<file path="config.mk">
export PLATFORM = sky130hd
export DESIGN_NAME = csi_lane_deskew_merge_flat
export DESIGN_NICKNAME = d
export VERILOG_FILES = /design/src/rtl/csi_lane_deskew_merge_if.sv /design/src/rtl/csi_lane_deskew_merge.sv /design/src/flat_wrapper.sv
export SDC_FILE = /design/constraint.sdc
export NUM_CORES = 1
export LEC_CHECK = 0
export CORE_AREA = 3 3 104 106
export DETAILED_ROUTE_END_ITERATION = 16
export DIE_AREA = 0 0 107 109
export PLACE_DENSITY = 0.67
export SLEW_MARGIN = 20
export SYNTH_ARGS = -nofsm -noshare
export SYNTH_HDL_FRONTEND = slang
export SYNTH_SLANG_ARGS = --single-unit
</file>
<file path="constraint.sdc">
create_clock -name sync_mipi_clk_2 -period 2.6 [get_ports sync_mipi_clk_2]
set_input_delay 0.52 -clock sync_mipi_clk_2 [delete_from_list [all_inputs] [get_ports sync_mipi_clk_2]]
set_output_delay 0.52 -clock sync_mipi_clk_2 [all_outputs]
set_load 0.05 [all_outputs]
</file>
<file path="src/rtl/csi_lane_deskew_merge_if.sv">
// Lane inputs and merged-word outputs of csi_lane_deskew_merge.
// byte_count is present only when LANE_DESKEW_BYTECOUNT_EN is defined.
interface csi_lane_deskew_merge_if;
   logic [7:0]  lane0_byte;
   logic        lane0_valid;
   logic        lane0_sync;
   logic [7:0]  lane1_byte;
   logic        lane1_valid;
   logic        lane1_sync;
   logic [15:0] word_o;
   logic        word_valid;
   logic        aligned;
   logic        deskew_err;
   logic [2:0]  skew_o;
   logic        lead_lane;
`ifdef LANE_DESKEW_BYTECOUNT_EN
   logic [15:0] byte_count;
`endif

   modport master (
`ifdef LANE_DESKEW_BYTECOUNT_EN
      input  byte_count,
`endif
      output lane0_byte, lane0_valid, lane0_sync, lane1_byte, lane1_valid, lane1_sync,
      input  word_o, word_valid, aligned, deskew_err, skew_o, lead_lane
   );

   modport slave (
`ifdef LANE_DESKEW_BYTECOUNT_EN
      output byte_count,
`endif
      input  lane0_byte, lane0_valid, lane0_sync, lane1_byte, lane1_valid, lane1_sync,
      output word_o, word_valid, aligned, deskew_err, skew_o, lead_lane
   );
endinterface

</file>
<file path="src/rtl/csi_lane_deskew_merge.sv">
// Measures 2-lane HS sync skew, buffers the leading lane and emits {lane1, lane0} words.
// Define LANE_DESKEW_BYTECOUNT_EN to add the saturating byte_count output.
module csi_lane_deskew_merge #(
   parameter int unsigned MAX_SKEW   = 2,
   parameter int unsigned FIFO_DEPTH = 4
) (
   input logic                    sync_mipi_clk_2,
   input logic                    reset,
   input logic                    stop,
   csi_lane_deskew_merge_if.slave lanes
);
   localparam int unsigned PtrW = $clog2(FIFO_DEPTH);
   localparam int unsigned CntW = PtrW + 1;

   typedef enum logic [1:0] {StIdle, StWait, StAligned, StError} state_e;

   state_e          state_q;
   logic            sync0_q, sync1_q;
   logic            seen0_q, seen1_q;
   logic [2:0]      cnt_q;
   logic [7:0]      mem0_q [FIFO_DEPTH];
   logic [7:0]      mem1_q [FIFO_DEPTH];
   logic [PtrW-1:0] wr0_q, rd0_q, wr1_q, rd1_q;
   logic [CntW-1:0] fill0_q, fill1_q;

   logic       flush;
   logic       rise0, rise1, other_rise;
   logic       pop, req0, req1, ovf0, ovf1, push0, push1;
   logic [3:0] cnt_inc;

   assign flush      = reset | stop;
   assign rise0      = lanes.lane0_sync & ~sync0_q;
   assign rise1      = lanes.lane1_sync & ~sync1_q;
   assign other_rise = lanes.lead_lane ? rise0 : rise1;
   assign cnt_inc    = {1'b0, cnt_q} + 4'd1;

   assign pop   = (state_q == StAligned) && (fill0_q != '0) && (fill1_q != '0);
   // A lane's own sync edge enables its pushes in the same cycle.
   assign req0  = lanes.lane0_valid && (seen0_q || rise0) && (state_q != StError);
   assign req1  = lanes.lane1_valid && (seen1_q || rise1) && (state_q != StError);
   assign ovf0  = req0 && (fill0_q == CntW'(FIFO_DEPTH)) && !pop;
   assign ovf1  = req1 && (fill1_q == CntW'(FIFO_DEPTH)) && !pop;
   assign push0 = req0 && !ovf0;
   assign push1 = req1 && !ovf1;

   always_ff @(posedge sync_mipi_clk_2) begin
      if (push0) mem0_q[wr0_q] <= lanes.lane0_byte;
      if (push1) mem1_q[wr1_q] <= lanes.lane1_byte;
   end

   always_ff @(posedge sync_mipi_clk_2) begin
      if (flush) begin
         wr0_q   <= '0;
         rd0_q   <= '0;
         fill0_q <= '0;
         wr1_q   <= '0;
         rd1_q   <= '0;
         fill1_q <= '0;
      end else begin
         if (push0) wr0_q <= wr0_q + PtrW'(1);
         if (push1) wr1_q <= wr1_q + PtrW'(1);
         if (pop) begin
            rd0_q <= rd0_q + PtrW'(1);
            rd1_q <= rd1_q + PtrW'(1);
         end
         fill0_q <= fill0_q + CntW'(push0) - CntW'(pop);
         fill1_q <= fill1_q + CntW'(push1) - CntW'(pop);
      end
   end

   always_ff @(posedge sync_mipi_clk_2) begin
      if (flush) begin
         state_q          <= StIdle;
         sync0_q          <= 1'b0;
         sync1_q          <= 1'b0;
         seen0_q          <= 1'b0;
         seen1_q          <= 1'b0;
         cnt_q            <= '0;
         lanes.word_o     <= '0;
         lanes.word_valid <= 1'b0;
         lanes.aligned    <= 1'b0;
         lanes.deskew_err <= 1'b0;
         lanes.skew_o     <= '0;
         lanes.lead_lane  <= 1'b0;
      end else begin
         sync0_q          <= lanes.lane0_sync;
         sync1_q          <= lanes.lane1_sync;
         seen0_q          <= seen0_q | rise0;
         seen1_q          <= seen1_q | rise1;
         lanes.word_valid <= pop;
         if (pop) lanes.word_o <= {mem1_q[rd1_q], mem0_q[rd0_q]};
         if (ovf0 || ovf1) begin
            state_q          <= StError;
            lanes.aligned    <= 1'b0;
            lanes.deskew_err <= 1'b1;
         end else begin
            case (state_q)
               StIdle: begin
                  if (rise0 && rise1) begin
                     state_q         <= StAligned;
                     lanes.aligned   <= 1'b1;
                     lanes.skew_o    <= '0;
                     lanes.lead_lane <= 1'b0;
                  end else if (rise0 || rise1) begin
                     state_q         <= StWait;
                     lanes.lead_lane <= rise1;
                     cnt_q           <= '0;
                  end
               end
               StWait: begin
                  if (other_rise) begin
                     state_q       <= StAligned;
                     lanes.aligned <= 1'b1;
                     lanes.skew_o  <= cnt_inc[3] ? 3'd7 : cnt_inc[2:0];
                  end else if (cnt_inc >= 4'(MAX_SKEW)) begin
                     state_q          <= StError;
                     lanes.deskew_err <= 1'b1;
                  end else begin
                     cnt_q <= cnt_inc[2:0];
                  end
               end
               default: ;
            endcase
         end
      end
   end

`ifdef LANE_DESKEW_BYTECOUNT_EN
   logic [16:0] bc_sum;
   assign bc_sum = {1'b0, lanes.byte_count} + 17'd2;

   always_ff @(posedge sync_mipi_clk_2) begin
      if (flush) begin
         lanes.byte_count <= '0;
      end else if (pop) begin
         lanes.byte_count <= bc_sum[16] ? 16'hFFFF : bc_sum[15:0];
      end
   end
`endif
endmodule

</file>
<file path="src/flat_wrapper.sv">
// flat-port wrapper written by rule: the top's interface ports become plain ports
module csi_lane_deskew_merge_flat 
#(
   parameter int unsigned MAX_SKEW   = 2,
   parameter int unsigned FIFO_DEPTH = 4
)
  (sync_mipi_clk_2, reset, stop, lanes_lane0_byte, lanes_lane0_valid, lanes_lane0_sync, lanes_lane1_byte, lanes_lane1_valid, lanes_lane1_sync, lanes_word_o, lanes_word_valid, lanes_aligned, lanes_deskew_err, lanes_skew_o, lanes_lead_lane);
  csi_lane_deskew_merge_if lanes_i ();
  input logic sync_mipi_clk_2;
  input logic reset;
  input logic stop;
  input wire logic [$bits(lanes_i.lane0_byte)-1:0] lanes_lane0_byte;
  input wire logic [$bits(lanes_i.lane0_valid)-1:0] lanes_lane0_valid;
  input wire logic [$bits(lanes_i.lane0_sync)-1:0] lanes_lane0_sync;
  input wire logic [$bits(lanes_i.lane1_byte)-1:0] lanes_lane1_byte;
  input wire logic [$bits(lanes_i.lane1_valid)-1:0] lanes_lane1_valid;
  input wire logic [$bits(lanes_i.lane1_sync)-1:0] lanes_lane1_sync;
  output wire logic [$bits(lanes_i.word_o)-1:0] lanes_word_o;
  output wire logic [$bits(lanes_i.word_valid)-1:0] lanes_word_valid;
  output wire logic [$bits(lanes_i.aligned)-1:0] lanes_aligned;
  output wire logic [$bits(lanes_i.deskew_err)-1:0] lanes_deskew_err;
  output wire logic [$bits(lanes_i.skew_o)-1:0] lanes_skew_o;
  output wire logic [$bits(lanes_i.lead_lane)-1:0] lanes_lead_lane;
  assign lanes_i.lane0_byte = lanes_lane0_byte;
  assign lanes_i.lane0_valid = lanes_lane0_valid;
  assign lanes_i.lane0_sync = lanes_lane0_sync;
  assign lanes_i.lane1_byte = lanes_lane1_byte;
  assign lanes_i.lane1_valid = lanes_lane1_valid;
  assign lanes_i.lane1_sync = lanes_lane1_sync;
  assign lanes_word_o = lanes_i.word_o;
  assign lanes_word_valid = lanes_i.word_valid;
  assign lanes_aligned = lanes_i.aligned;
  assign lanes_deskew_err = lanes_i.deskew_err;
  assign lanes_skew_o = lanes_i.skew_o;
  assign lanes_lead_lane = lanes_i.lead_lane;
  csi_lane_deskew_merge #(.MAX_SKEW(MAX_SKEW), .FIFO_DEPTH(FIFO_DEPTH)) u_core (.sync_mipi_clk_2(sync_mipi_clk_2), .reset(reset), .stop(stop), .lanes(lanes_i));
endmodule
</file>
* After elaboration in Yosys (flattened, before gate mapping)
Memory sizes are Yosys's and may differ from the RTL's. A register that Yosys moved wholly into a read port is not among the register bits. Cells that the tools add are included.
Storage, ports and cells: bits in writable memories 64, memories kept 2, flip-flop bits (word level) 30, output and inout bits 23
Memories:
- u_core.mem0_q | depth 4, width 8, read ports 1, clocked after memory_dff 1, wr ports 1, line csi_lane_deskew_merge.sv:21 | logic [7:0] mem0_q [FIFO_DEPTH];
- u_core.mem1_q | depth 4, width 8, read ports 1, clocked after memory_dff 1, wr ports 1, line csi_lane_deskew_merge.sv:22 | logic [7:0] mem1_q [FIFO_DEPTH];
Cells by class: bitwise logic cells 8, reductions and logical operators 35, equal/unequal tests 14, magnitude comparators 1, add/sub/neg operators 9, multiplexer cells 29
Operator list (count):
- $mux 3 | 7
- $logic_and 1x1->1 | 13
- $mux 1 | 13
- $pmux 3 s2 | 2
- $reduce_and 3->1 | 4
- $mux 2 | 5
- $ne 2x2->1 const B | 5
- $reduce_bool 3->1 | 3
- $add 2x1->2 const B | 4
- $ne 4x1->1 const B | 2
- $reduce_bool 2->1 | 4
- $add 3x1->3 | 2
- $eq 3x3->1 const B | 2
- $ne 2x1->1 const B | 3
- $reduce_and 6->1 | 1
- $sub 3x1->3 | 2
- $add 3x1->4 const B | 1
- $ge 4x2->1 const B | 1
- $logic_or 1x1->1 | 4
- $pmux 2 s2 | 1
- $reduce_and 4->1 | 1
- $logic_not 1->1 | 3
- $not 1->1 | 3
- $or 1x1->1 | 3
- 6 further kinds | 7

* Longest topological paths before layout
Gate-level depths: netlist of the first run.
depth in word-level cells 11, depth in mapped cells 14

* Worst setup path before layout of the first run
OpenSTA, ideal clock, no wires.
kind reg2reg, from reg u_core.state_q[0], to reg u_core.fill0_q[2], buffers on the path 3, data required time 2.472 ns, clock period less this slack 2.610 ns, data arrival time 2.483 ns, setup slack -0.010 ns, stages on the path, launching flop included 15, cells stage by stage dfxtp_1 > buf_6 > nand2b_1 > or3_1 > buf_6 > clkinv_4 > buf_2 > ha_1 > inv_1 > ha_1 > inv_1 > fa_1 > xor2_1 > xnor2_1 > nor2_1
Between the ends: longest elaborated chain between the ends 9, elaborated cells on any way between the ends 12, classes of those cells 2 x add/sub; 2 x eq/ne; 8 x reduce/logical
RTL lines:
- start: declaration | line csi_lane_deskew_merge.sv:17 | state_e state_q;
- start signal: assignment | line csi_lane_deskew_merge.sv:73 | state_q <= StIdle;
- start signal: assignment | line csi_lane_deskew_merge.sv:93 | state_q <= StError;
- start signal: assignment | line csi_lane_deskew_merge.sv:100 | state_q <= StAligned;
- $eq 2x2->1 * | line csi_lane_deskew_merge.sv:37 | assign pop = (state_q == StAligned) && (fill0_q != '0) && (fill1_q != '0);
- $logic_and 1x1->1 * (2 in series) | line csi_lane_deskew_merge.sv:37
- net u_core.pop | line csi_lane_deskew_merge.sv:28 | logic pop, req0, req1, ovf0, ovf1, push0, push1;
- $logic_not 1->1 | line csi_lane_deskew_merge.sv:41 | assign ovf0 = req0 && (fill0_q == CntW'(FIFO_DEPTH)) && !pop;
- $logic_and 1x1->1 | line csi_lane_deskew_merge.sv:41
- $logic_not 1->1 | line csi_lane_deskew_merge.sv:43 | assign push0 = req0 && !ovf0;
- $logic_and 1x1->1 | line csi_lane_deskew_merge.sv:43
- $add 3x1->3 | line csi_lane_deskew_merge.sv:66 | fill0_q <= fill0_q + CntW'(push0) - CntW'(pop);
- $sub 3x1->3 * | line csi_lane_deskew_merge.sv:66
- end signal: assignment | line csi_lane_deskew_merge.sv:66
- end: declaration | line csi_lane_deskew_merge.sv:24 | logic [CntW-1:0] fill0_q, fill1_q;
The timed path passes the listed nets; every way through them passes the cells marked *. A chain may end at the register's enable or synchronous reset.

* Worst setup path after layout of the first run
from reg u_core.fill0_q[1], to reg u_core.fill0_q[2]
Between the ends: longest elaborated chain between the ends 9, elaborated cells on any way between the ends 11, classes of those cells 2 x add/sub; 1 x eq/ne; 8 x reduce/logical
RTL lines (line):
- $reduce_bool 3->1 | csi_lane_deskew_merge.sv:37
- $logic_and 1x1->1 (2 in series) | csi_lane_deskew_merge.sv:37
- $logic_not 1->1 | csi_lane_deskew_merge.sv:41
- $logic_and 1x1->1 | csi_lane_deskew_merge.sv:41
- $logic_not 1->1 | csi_lane_deskew_merge.sv:43
- $logic_and 1x1->1 | csi_lane_deskew_merge.sv:43
- $add 3x1->3 | csi_lane_deskew_merge.sv:66
- $sub 3x1->3 * | csi_lane_deskew_merge.sv:66
Every way passes the cells marked *; elsewhere a longest branch is shown, timed or not.

==> results of run 1 <==
through the flow:
step	cells	power (mW)	hold slack (ns)	setup TNS [ns]	setup slack [ns]
2_1_floorplan	331	2.01	0.444	0	0.0361
4_1_cts	528	3.01	0.460	0	0.0798
5_1_grt	528	3.10	0.482	0	0.0564
3_5_place_dp	512	2.10	0.447	-0.0841	-0.0841
3_3_place_gp	512	2.09	0.442	0	0.0215
6_report	528	2.96	0.455	0	0.207
cell families (layout without fill, tap and decap cells):
kind of cell,after synthesis,in the layout,share of synthesized area
AO/OA/AOI/OAI,44,44,0.0679
buffers and inverters,31,95,0.0315
AND/OR/NAND/NOR,100,100,0.103
XOR/XNOR,11,11,0.0217
multiplexers,19,19,0.0879
flip-flops,110,110,0.640
adder cells (fa/ha/maj),16,16,0.0485
power by group:
group	switching, mW	internal, mW	total (mW)
Sequential	0.0104	1.87	1.88
Clock	0.555	0.351	0.906
Combinational	0.0895	0.0884	0.178
Total	0.655	2.31	2.96
worst min-delay path, cell delays in order, from the launching register on:
cell     delay [ns]
dfxtp_1        0.32
nand2_1        0.05
a21oi_1        0.05
layout make-up:
type,instances,area (µm²),area share
Clock inverter,7,47.5,0.00896
Clock buffer,9,124,0.0233
Inverter,13,53.8,0.0101
Timing Repair Buffer,66,608,0.115
Sequential cell,110,2840,0.536
Multi-Input combinational cell,190,1460,0.276
Tap cell,133,166,0.0314
worst max-delay path by stage:
stage | slack [ns] | end | cells after the start | start
2_1_floorplan | 0.04 | u_core.fill0_q[2] | 14 | u_core.state_q[0]
3_3_place_gp | 0.02 | u_core.fill0_q[2] | 10 | lanes_lane0_sync
3_5_place_dp | -0.08 | u_core.fill0_q[2] | 10 | lanes_lane0_sync
4_1_cts | 0.08 | u_core.fill0_q[2] | 11 | u_core.fill0_q[0]
5_1_grt | 0.06 | u_core.fill0_q[2] | 11 | u_core.fill0_q[1]
6_report | 0.21 | u_core.fill0_q[2] | 11 | u_core.fill0_q[1]
per-layer routing:
layer	up-vias	wire length [µm]	share of wire
met3	7	239	0.031
met4	0	95	0.012
met5	-	0	0
met1	1267	3440	0.45
met2	43	3870	0.51
li1	1288	-	-
layout by cell type, fill, tap and decap left out, types with 2 or more instances in the layout:
| cell type | Yosys | final |
|---|---|---|
| edfxtp_1 | 64 | 64 |
| dfxtp_1 | 46 | 46 |
| clkdlybuf4s50_1 | 0 | 45 |
| nand2_1 | 43 | 43 |
| nor2_1 | 23 | 23 |
| a21oi_1 | 21 | 21 |
| buf_4 | 0 | 21 |
| mux4_2 | 16 | 16 |
| and2_1 | 14 | 14 |
| ha_1 | 14 | 14 |
| inv_1 | 12 | 12 |
| clkbuf_8 | 0 | 9 |
| xnor2_1 | 7 | 7 |
| nor2b_1 | 6 | 6 |
| o21ai_0 | 5 | 5 |
| xor2_1 | 4 | 4 |
| nor3_1 | 3 | 3 |
| or2_2 | 3 | 3 |
| mux2i_1 | 3 | 3 |
| a31oi_1 | 3 | 3 |
| a31o_1 | 3 | 3 |
| nand2b_1 | 2 | 2 |
| o211ai_1 | 2 | 2 |
| clkinv_4 | 1 | 2 |
| nand3_1 | 2 | 2 |
| a21o_1 | 2 | 2 |
| a2111oi_0 | 2 | 2 |
| fa_1 | 2 | 2 |
| clkinv_2 | 0 | 2 |
| inv_6 | 0 | 2 |
timing repair:
action / 4_1_cts / 5_1_grt
endpoints found under the setup margin: 0 / 1
hold endpoints to repair: 0 / 0
resized for setup: 0 / 1
flip-flops by register name, indices dropped and copies added, names as in the netlist:
signal	cells
u_core.fill1_q	3
u_core.seen1_q	1
u_core.lanes.lead_lane	1
u_core.lanes.word_o	16
u_core.cnt_q	3
u_core.lanes.skew_o	3
u_core.lanes.word_valid	1
u_core.lanes.deskew_err	1
u_core.mem0_q	32
u_core.wr0_q	2
u_core.state_q	2
u_core.fill0_q	3
u_core.sync1_q	1
u_core.lanes.aligned	1
u_core.wr1_q	2
u_core.rd1_q	2
u_core.seen0_q	1
u_core.mem1_q	32
u_core.rd0_q	2
u_core.sync0_q	1
==> summary.md, run 1 <==
| Metric | Value |
|---|---|
| Die height | 109 µm |
| Synthesized flop and latch total | 110 |
| Final period util | 0.921 |
| Worst-Skew Late Latency | 0.36 ns |
| CP required | 2.82 ns |
| Slew Limit Fails | 0 |
| PD cells | 558 nW/µm² |
| CP Class | register to register |
| Slew @ Worst Pin | 0.744 ns |
| Layout Area Growth over Synthesis | 19.5% |
| Crit path DAT | 2.61 ns |
| Min-delay worst type | register to register |
| Setup bufs post-CTS | 0 |
| Post-DP HPWL | 5230 µm |
| Worst reg2reg endpoint | u_core.fill0_q[2] |
| Syn Inst Count | 331 |
| Die Area | 11700 µm² |
| Cell area after layout | 5310 µm² |
| Unrepaired setup endpoints after global routing | false |
| H-tree Lvls | 3 |
| Top-area cell type share of the netlist area | 0.433 |
| Layout fillers | 828 |
| Final WL | 7640 µm |
| First-pass GRT wire length | 12700 µm |
| EDFF count, synth | 64 |
| Number of global-route vias before repair | 2627 |
| Kind of end point of the critical path | register |
| CP Cell Sequence | nor3_1, or3_4, clkinv_4, ha_1, inv_1, ha_1, inv_1, fa_1, xor2_1, xnor2_1, nor2_1 |
| Via count | 2605 |
| CP max FO | 4 |
| Status | finished clean |
| Chip width | 107 µm |
| Initial DRC Count | 135 |
| Main synth FF type | edfxtp_1 |
| Router iterations before antenna repair | 4 |
| M2 GR Usage | 0.237 |
| Most area-consuming cells after synthesis | edfxtp_1 43%, dfxtp_1 21%, mux4_2 8.1% |
| Initial antenna violation count | 0 |
| Worst Skew | 0.0130 ns |
| Routed WL per cell | 14.5 µm |
| Crit-path max cell delay | 0.43 ns |
| TritonCTS clock tree | yes |
| Site Rows | 36 |
| Slew HR | 0.504 |
| Grt total ovfl | 0 |
| Final ANT Viol Nets | 0 |
| Final Hold Vio Count | 0 |
| Synth Warn # | 0 |
| Asr flop ratio synth | 0 |
| Syn avg cell area | 13.4 µm² |
| Dominant cell type by area after synthesis | edfxtp_1 |
| GRT Total Usage | 0.143 |
| Utilization after layout | 0.538 |
| Ant diodes | 0 |
| Proportion of layout cells with a drive suffix above 1 | 0.154 |
| Reg2reg start | u_core.fill0_q[1] |
| Max Freq | 418 MHz |
| GR peak layer | met2 |
| Clk buf depth | 2 |
| Crit-path slowest cell | or3_4 |
| Top-count cell post-synth | edfxtp_1 |
| Vias per cell | 4.93 |
| Hold Buf Count CTS | 0 |
| Initial Util | 0.450 |
| Sequential area share after synthesis | 0.640 |
| Worst-path clk slew | 0.10 ns |
| Maximum number of pins on one net before global-route repair | 37 |
| Met3 Usage GRT | 0.0272 |
| Final GP Congestion | 0.767 |
| Max_cap viols | 0 |
| IO Pins | 46 |
| Worst r2r path cells | 11 |
| P_leak | 1.79 nW |
| TritonCTS Buffers | 9 |
| R2R Setup Slk | 0.21 ns |
| VDD IR max | 0.296 mV |
| End of the worst hold path | u_core.lanes.word_o[7] |
| Setup-failing EPs final | 0 |
| CTS root buffer | clkbuf_8 |
| Clk sinks | 110 |
| Syn Nets | 370 |
| Most instantiated cells after synthesis | 64 x edfxtp_1, 46 x dfxtp_1, 43 x nand2_1 |
| Port bufs | 45 |
| Hold path cells | 2 |
| Min Tclk post-route | 2.39 ns |
| Library cells used by synthesis | 39 |
| CORE AREA | 9860 µm² |
| Worst Path Buf+Inv | 3 |
| M1 GR Usage | 0.185 |
| Startpoint Class | register |
| Fin nets | 429 |
| Post-Syn Area | 4440 µm² |
| Hold path startpoint | u_core.lanes.word_o[7] |
| Placed Area | 5130 µm² |
| DR DRC count | 0 |
| Delay-heaviest family, CP | adder cells |
Note: power is estimated with default switching activity, not from simulation.
==> run 2, diff against run 1 <==
==> constraint.sdc (replaced) <==
create_clock -name sync_mipi_clk_2 -period 2.6 [get_ports sync_mipi_clk_2]
set_input_delay 0.78 -clock sync_mipi_clk_2 [delete_from_list [all_inputs] [get_ports sync_mipi_clk_2]]
set_output_delay 0.78 -clock sync_mipi_clk_2 [all_outputs]
set_load 0.05 [all_outputs]
==> summary.md, run 2 (same netlist as run 1, synthesis figures left out) <==
| Metric | Value |
|---|---|
| Status | finished clean |
| Worst-path clk slew | 0.09 ns (about the same) |
| Vias per cell | 5.03 (+1.9%) |
| CP max FO | 2 (-2) |
| Setup_tns | 0 ns (unchanged) |
| Placed cells | 516 (+0.78%) |
| Final WL | 8050 µm (+5.3%) |
| Fin nets | 434 (+1.2%) |
| H-tree Lvls | 3 (unchanged) |
| DR DRC count | 0 (unchanged) |
| Routed WL per cell | 15.1 µm (+4.3%) |
| First-pass GRT wire length | 13200 µm (+4.0%) |
| CTS root buffer | clkbuf_8 |
| Setup-failing EPs final | 0 (unchanged) |
| TritonCTS clock tree | yes |
| Hold Buf Count CTS | 0 (unchanged) |
| Maximum number of pins on one net before global-route repair | 37 (unchanged) |
| Utilization after layout | 0.548 (+0.0105) |
| Largest regs | u_core.mem0_q: 32 flops, u_core.mem1_q: 32 flops, u_core.lanes.word_o: 16 flops |
| CP required | 2.82 ns (about the same) |
| Max Freq | 397 MHz (-5.0%) |
| DP Worst Slack | -0.308 ns (-0.224 ns) |
| Post-DP HPWL | 5540 µm (+5.9%) |
| Setup ws final | 0.0819 ns (-0.125 ns) |
| Worst reg2reg endpoint | u_core.fill0_q[2] |
| End of the worst hold path | u_core.lanes.word_o[15] |
| Hold path startpoint | u_core.lanes.word_o[15] |
| Max_cap viols | 0 (unchanged) |
| Number of global-route vias before repair | 2682 (+2.1%) |
| Chip width | 107 µm (unchanged) |
| Layout Cells excl Fill | 533 (+0.95%) |
| Slew HR | 0.518 (+0.0139) |
| Grt total ovfl | 0 (unchanged) |
| Total power | 2.99 mW (+0.88%) |
| Layout Area Growth over Synthesis | 21.8% |
| P_leak | 1.82 nW (+2.1%) |
| Final ANT Viol Nets | 0 (unchanged) |
| Clk sinks | 110 (unchanged) |
| Slew @ Worst Pin | 0.724 ns (-0.0209 ns) |
| Worst r2r path cells | 11 (unchanged) |
| Slew Limit Fails | 0 (unchanged) |
| CP Class | primary input to register |
| Initial antenna violation count | 0 (unchanged) |
| Min Tclk post-route | 2.52 ns (+0.125 ns) |
| Most frequent cells in the layout | 64 x edfxtp_1, 46 x dfxtp_1, 45 x clkdlybuf4s50_1, 43 x nand2_1, 23 x nor2_1 |
| Final period util | 0.968 (+0.0479) |
| Kind of end point of the critical path | register |
| Ant diodes | 0 (unchanged) |
| Site Rows | 36 (unchanged) |
| R2R Setup Slk | 0.15 ns (-0.06 ns) |
| Final GP Congestion | 0.761 (-0.76%) |
| Startpoint Class | primary input |
| Reg2reg start | u_core.fill0_q[1] |
| GRT Total Usage | 0.149 (+0.00682) |
| Initial DRC Count | 116 (-14%) |
| IO Pins | 46 (unchanged) |
| Worst-Skew Late Latency | 0.36 ns (about the same) |
| Initial Util | 0.450 (unchanged) |
| Final Hold Vio Count | 0 (unchanged) |
| Crit path DAT | 2.74 ns (+0.13 ns) |
| VDD IR max | 0.230 mV (-22%) |
| Clk buf depth | 2 (unchanged) |
| Proportion of layout cells with a drive suffix above 1 | 0.163 (+0.00807) |
| Die Area | 11700 µm² (unchanged) |
| Commonest non-fill, non-tap cell in the layout | edfxtp_1 |
| Worst Skew | 0.0135 ns (+0.000555 ns) |
| Port bufs | 45 (unchanged) |
| Min-delay worst type | register to register |
| TritonCTS Buffers | 9 (unchanged) |
| Router iterations before antenna repair | 4 (unchanged) |
| PD cells | 552 nW/µm² (-1.1%) |
| Die height | 109 µm (unchanged) |
| Hold path cells | 2 (unchanged) |
| CORE AREA | 9860 µm² (unchanged) |
| Via count | 2679 (+2.8%) |
run 2: cell count changes in the layout (fill, tap and decap cells not counted), sizes merged:
cell and change:
buf +5, clkinv -2, clkbuf +1, clkinvlp +1
run 2: stage by stage:
step           area (µm²)  hold WS (ns)
6_report             5410         0.458
5_1_grt              5410         0.482
4_1_cts              5400         0.462
3_5_place_dp         5220         0.448
3_3_place_gp         5220         0.443
2_1_floorplan        4450         0.444
run 2: worst max-delay path by stage:
stage	from	end	depth (start not counted)
after global routing	lanes_lane0_sync	u_core.fill0_q[2]	10
final	lanes_lane0_sync	u_core.fill0_q[2]	10
after global placement	lanes_lane0_sync	u_core.fill0_q[2]	10
after floorplan	u_core.state_q[0]	u_core.fill0_q[2]	14
after CTS	lanes_lane0_sync	u_core.fill0_q[2]	10
after detailed placement	lanes_lane0_sync	u_core.fill0_q[2]	10
run 2: worst max-delay path, stage by stage:
cell	delay, ns
clkdlybuf4s50_1	0.48
nor2b_4	0.15
o211ai_1	0.16
a31oi_4	0.19
ha_1	0.17
inv_1	0.05
fa_1	0.40
xor2_1	0.17
xnor2_1	0.13
nor2_1	0.05
run 2: layout make-up:
type                            instances  area, µm²
Sequential cell                       110       2840
Tap cell                              133        166
Multi-Input combinational cell        190       1470
Clock buffer                           10        128
Fill cell                             818       4450
Timing Repair Buffer                   71        708
Inverter                               13       53.8
Clock inverter                          6       45.0
run 2: where the power goes:
part	internal [mW]	switching (mW)	leakage, nW
clock	0.355	0.566	0.0809
combinational	0.0963	0.0920	0.789
sequential	1.87	0.0114	0.953
run 2: timing repair:
item,in CTS,in global routing
endpoints found under the setup margin,0,1
buffers inserted,0,1
gates resized for setup,0,2
run 2: layer usage:
layer  routed length (µm)  vias up  GRT usage
met1                 3590     1324      0.188
met3                  236        8     0.0314
met5                    0        -          0
met4                  123        0     0.0566
li1                     -     1308          -
met2                 4100       39      0.255
==> run 3, diff against run 2 <==
- CTS_CLUSTER_SIZE: not set -> 10
==> results of run 3 <==
Final layout, timing and power as in run 2 (identical DEF).
